==> src/rtl/nibble_serial_add_ctrl.sv <==
// Nibble-serial adder controller: feeds an external 4-bit ripple adder one nibble per cycle.
// Optional signed-overflow output enabled by defining OVERFLOW_FLAG_EN.
module nibble_serial_add_ctrl #(
    parameter int NIBBLES = 4
) (
    input  logic                   clk,
    input  logic                   rst,
    input  logic                   in_valid,
    output logic                   in_ready,
    input  logic [4*NIBBLES-1:0]   in_a,
    input  logic [4*NIBBLES-1:0]   in_b,
    input  logic                   in_cin,
    output logic [3:0]             add_a,
    output logic [3:0]             add_b,
    output logic                   add_cin,
    input  logic [3:0]             add_s,
    input  logic                   add_cout,
    output logic                   out_valid,
    input  logic                   out_ready,
    output logic [4*NIBBLES-1:0]   out_sum,
    output logic                   out_cout
`ifdef OVERFLOW_FLAG_EN
    ,
    output logic                   out_ovf
`endif
);

    localparam int W    = 4 * NIBBLES;
    localparam int IDXW = $clog2(NIBBLES);
    localparam logic [IDXW-1:0] LAST = IDXW'(NIBBLES - 1);

    typedef enum logic [1:0] {
        IDLE = 2'd0,
        RUN  = 2'd1,
        DONE = 2'd2
    } state_t;

    state_t          state, next_state;
    logic [W-1:0]    a_reg, b_reg;
    logic [IDXW-1:0] idx;
    logic            carry;
    logic            accept;
    logic [IDXW+1:0] bit_base;

    assign accept   = (state == IDLE) && in_valid;
    assign bit_base = {idx, 2'b00};

    always_ff @(posedge clk or posedge rst) begin
        if (rst) state <= IDLE;
        else     state <= next_state;
    end

    always_comb begin
        next_state = state;
        in_ready   = 1'b0;
        out_valid  = 1'b0;
        add_a      = '0;
        add_b      = '0;
        add_cin    = 1'b0;
        case (state)
            IDLE: begin
                in_ready = 1'b1;
                if (in_valid) next_state = RUN;
            end
            RUN: begin
                add_a   = a_reg[bit_base +: 4];
                add_b   = b_reg[bit_base +: 4];
                add_cin = carry;
                if (idx == LAST) next_state = DONE;
            end
            DONE: begin
                out_valid = 1'b1;
                if (out_ready) next_state = IDLE;
            end
            default: next_state = IDLE;
        endcase
    end

    // Results are only written in RUN, so they hold steady through DONE.
    always_ff @(posedge clk or posedge rst) begin
        if (rst) begin
            a_reg    <= '0;
            b_reg    <= '0;
            idx      <= '0;
            carry    <= 1'b0;
            out_sum  <= '0;
            out_cout <= 1'b0;
        end else if (accept) begin
            a_reg <= in_a;
            b_reg <= in_b;
            idx   <= '0;
            carry <= in_cin;
        end else if (state == RUN) begin
            out_sum[bit_base +: 4] <= add_s;
            carry                  <= add_cout;
            idx                    <= idx + 1'b1;
            if (idx == LAST) out_cout <= add_cout;
        end
    end

`ifdef OVERFLOW_FLAG_EN
    // The final nibble's sum bit 3 is the result sign bit.
    always_ff @(posedge clk or posedge rst) begin
        if (rst)
            out_ovf <= 1'b0;
        else if (state == RUN && idx == LAST)
            out_ovf <= (a_reg[W-1] == b_reg[W-1]) && (add_s[3] != a_reg[W-1]);
    end
`endif

endmodule
==> config.mk <==
export PLATFORM = sky130hd
export DESIGN_NAME = nibble_serial_add_ctrl
export DESIGN_NICKNAME = d
export VERILOG_FILES = /design/src/rtl/nibble_serial_add_ctrl.sv
export SDC_FILE = /design/constraint.sdc
export NUM_CORES = 1
export LEC_CHECK = 0
export ABC_CLOCK_PERIOD_IN_PS = 2530
export CORE_UTILIZATION = 48
export CTS_CLUSTER_DIAMETER = 60
export CTS_CLUSTER_SIZE = 16
export DETAILED_ROUTE_END_ITERATION = 10
export MAX_ROUTING_LAYER = met4
export PLACE_DENSITY = 0.9
export SLEW_MARGIN = 15
export SYNTH_ARGS = -nofsm -noshare
export SYNTH_HDL_FRONTEND = slang
export SYNTH_SLANG_ARGS = --single-unit
export TNS_END_PERCENT = 30
==> constraint.sdc <==
create_clock -name clk -period 2.53 [get_ports clk]
set_clock_uncertainty 0.1 [all_clocks]
set_input_delay 0.506 -clock clk [delete_from_list [all_inputs] [get_ports clk]]
set_output_delay 0.506 -clock clk [all_outputs]
set_load 0.02 [all_outputs]
==> results.cfg <==
[clock_tree]
cts_buffers = 5
clk_pin_slew_ns = 0.10
tritoncts = done
cts_buffer_depth = 2
htree_levels = 2
cts_root_buffer = clkbuf_8
cts_num_sinks = 54
clock_latency_ns = 0.31

[yosys]
syn_avg_cell_area_um2 = 13.11
ys_ff_latch = 54
netlist.top_cell.by_area = dfrtp_1
synth_area_leaders = dfrtp_1, mux2_2, mux2i_1
syn_nets = 239
synth_top_area_share_pct = 53.70
yosysWarningCount = 0
synth-seq-area-share_pct = 53.70
synthDistinctLibCells = 31
syn_inst = 192
synthesis.area_um2 = 2516

[final_layout]
multiInputGateArea_um2 = 1054
final_common_cell = clkdlybuf4s50_1
seqCellArea_um2 = 1351
layout_common_cells = clkdlybuf4s50_1, dfrtp_1, mux2_2
diodes = 0
area_growth_pct = 35.85
nets = 318
final_layout_size_suffix_gt1_share_pct = 20.96
fill_cells = 366

[critical_path]
worstPathMaxFanout = 14
timing.critical_path.required_ns = 1.92
critPathKind = reg2out
cp-start-kind = flip-flop
cp.arrival_ns = 1.81
end_kind = output pin

[status]
status = finished, final reports clean

[die]
die_w_um = 74.40
start_util_pct = 51.56
coreArea_um2 = 4880
die-area_um2 = 5535
io_pins = 70
dieHeight_um = 74.40
rows = 25

[route]
ant_nets = 0
wire_per_inst_um = 16.09
drt-total-wl_um = 5454
drc = 0
first_pass_iters = 6
drtIter0Drc = 73
vias = 1843
vias_per_cell = 5.437

[global_routing]
grt_pass1_wl_um = 9121
grt.overflow.total = 0
top_usage_layer = met2
grtUsageMet3_pct = 5.691
grt_pass1_vias = 1919
use_met2_pct = 38.24
track_usage_pct = 22.73
grt_max_degree = 35
use_met1_pct = 27.25
antenna_found_initial = 0

[min_path]
worstHoldPathType = reg2reg

[timing]
tightest_slew_ns = 0.6268
fmax_ghz = 0.4136
rsz0062_at_grt = no
finalSetupViolCount = 0
drv_slew = 0
slew_headroom_pct = 58.15
setup_tns_ns = 0
hold_viol_final = 0
fin_crit_sh_pct = 95.56
fin_crit_ns = 2.418

[placed_design]
numPortBuffers = 69
hpwl_um = 4100
globalplace.congestion = 0.8200

[job]
drv_cap = 0

[power]
p_leak_nw = 1.458
ir_worst_vdd_mv = 0.7565
fin_total_pwr_mw = 4.300
power_density_nw_per_um2 = 1258
cell type report:
type                    instances  area share [%]
inverters                      13           1.428
well taps                      67           2.452
clock inverters                 2          0.5124
repair buffers                 82           23.13
clock buffers                   6           2.123
multi-input cells             115           30.82
flip-flops and latches         54           39.53
worst max-delay path: stages (launching register included):
cell and delay [ns]:
dfrtp_1 0.40, buf_4 0.18, nand2b_1 0.16, nor2_1 0.13
clkdlybuf4s50_1 0.62
report_power, final:
group          internal (mW)  switching [mW]  total, mW
clock                  0.201           0.286      0.487
sequential              1.28           0.211       1.49
combinational           1.15            1.17       2.32
total                   2.63            1.67       4.30
cell usage after synthesis:
library cell / count
dfrtp_1: 54
mux2_2: 31
mux2i_1: 16
inv_1: 13
a32o_1: 8
nand2_1: 8
o22ai_1: 8
o32ai_1: 8
ha_1: 5
nand3b_1: 5
nor2b_1: 5
buf_2: 4
and3b_1: 2
buf_4: 2
buf_6: 2
clkbuf_1: 2
mux2_1: 2
nand2b_1: 2
nor2_1: 2
o21ai_0: 2
and2_1: 1
nor3b_4: 1
nor4bb_1: 1
o211ai_1: 1
o21ba_2: 1
o21bai_1: 1
o31ai_1: 1
or3b_1: 1
or3b_2: 1
or4b_4: 1
or4bb_1: 1
routing by layer:
metal	part of all wire [%]	vias up
met2	52	68
li1	-	862
met1	42	906
met3	5.9	7
met5	0	-
met4	0.97	0
stage by stage:
step	instance area, µm²	setup WS [ns]	util (%)	hold WS (ns)	std cells
after CTS	3418	0.1135	70.05	0.4041	339
after detailed placement	3328	0.1082	68.21	0.3843	330
after floorplan	2516	0.4107	-	0.3574	192
after global routing	3418	0.01909	70.05	0.4257	339
after global placement	3328	0.1676	68.21	0.3672	330
final	3418	0.1124	70.05	0.4000	339
kinds of logic after synthesis:
logic type | count (synthesis) | synth area share, %
DFF | 54 | 53.70
muxes | 49 | 21.13
and+or+nand+nor | 31 | 8.504
AOI/OAI and AO/OA | 30 | 9.648
buffers and inverters | 23 | 4.525
adders and majority gates | 5 | 2.486
path summary, 6_finish.rpt:
kind	from	end	slack (ns)	depth (start not counted)
min	out_sum[7]$_DFFE_PP0P_	out_sum[7]$_DFFE_PP0P_	0.40	1
min in group asynchronous	rst	idx[0]$_DFFE_PP0P_	0.49	2
max in group asynchronous	rst	a_reg[8]$_DFFE_PP0P_	1.25	3
max reg2reg	idx[1]$_DFFE_PP0P_	out_sum[8]$_DFFE_PP0P_	0.46	5
min reg2reg	out_sum[7]$_DFFE_PP0P_	out_sum[7]$_DFFE_PP0P_	0.40	1
max	state[1]$_DFFE_PP0P_	add_cin	0.11	4
repair_timing:
action,in CTS,in global routing
gates resized for setup,9,0
hold buffers,0,0
endpoints found under the setup margin,8,0
setup buffers,1,0
(Power assumes the default switching activity.)
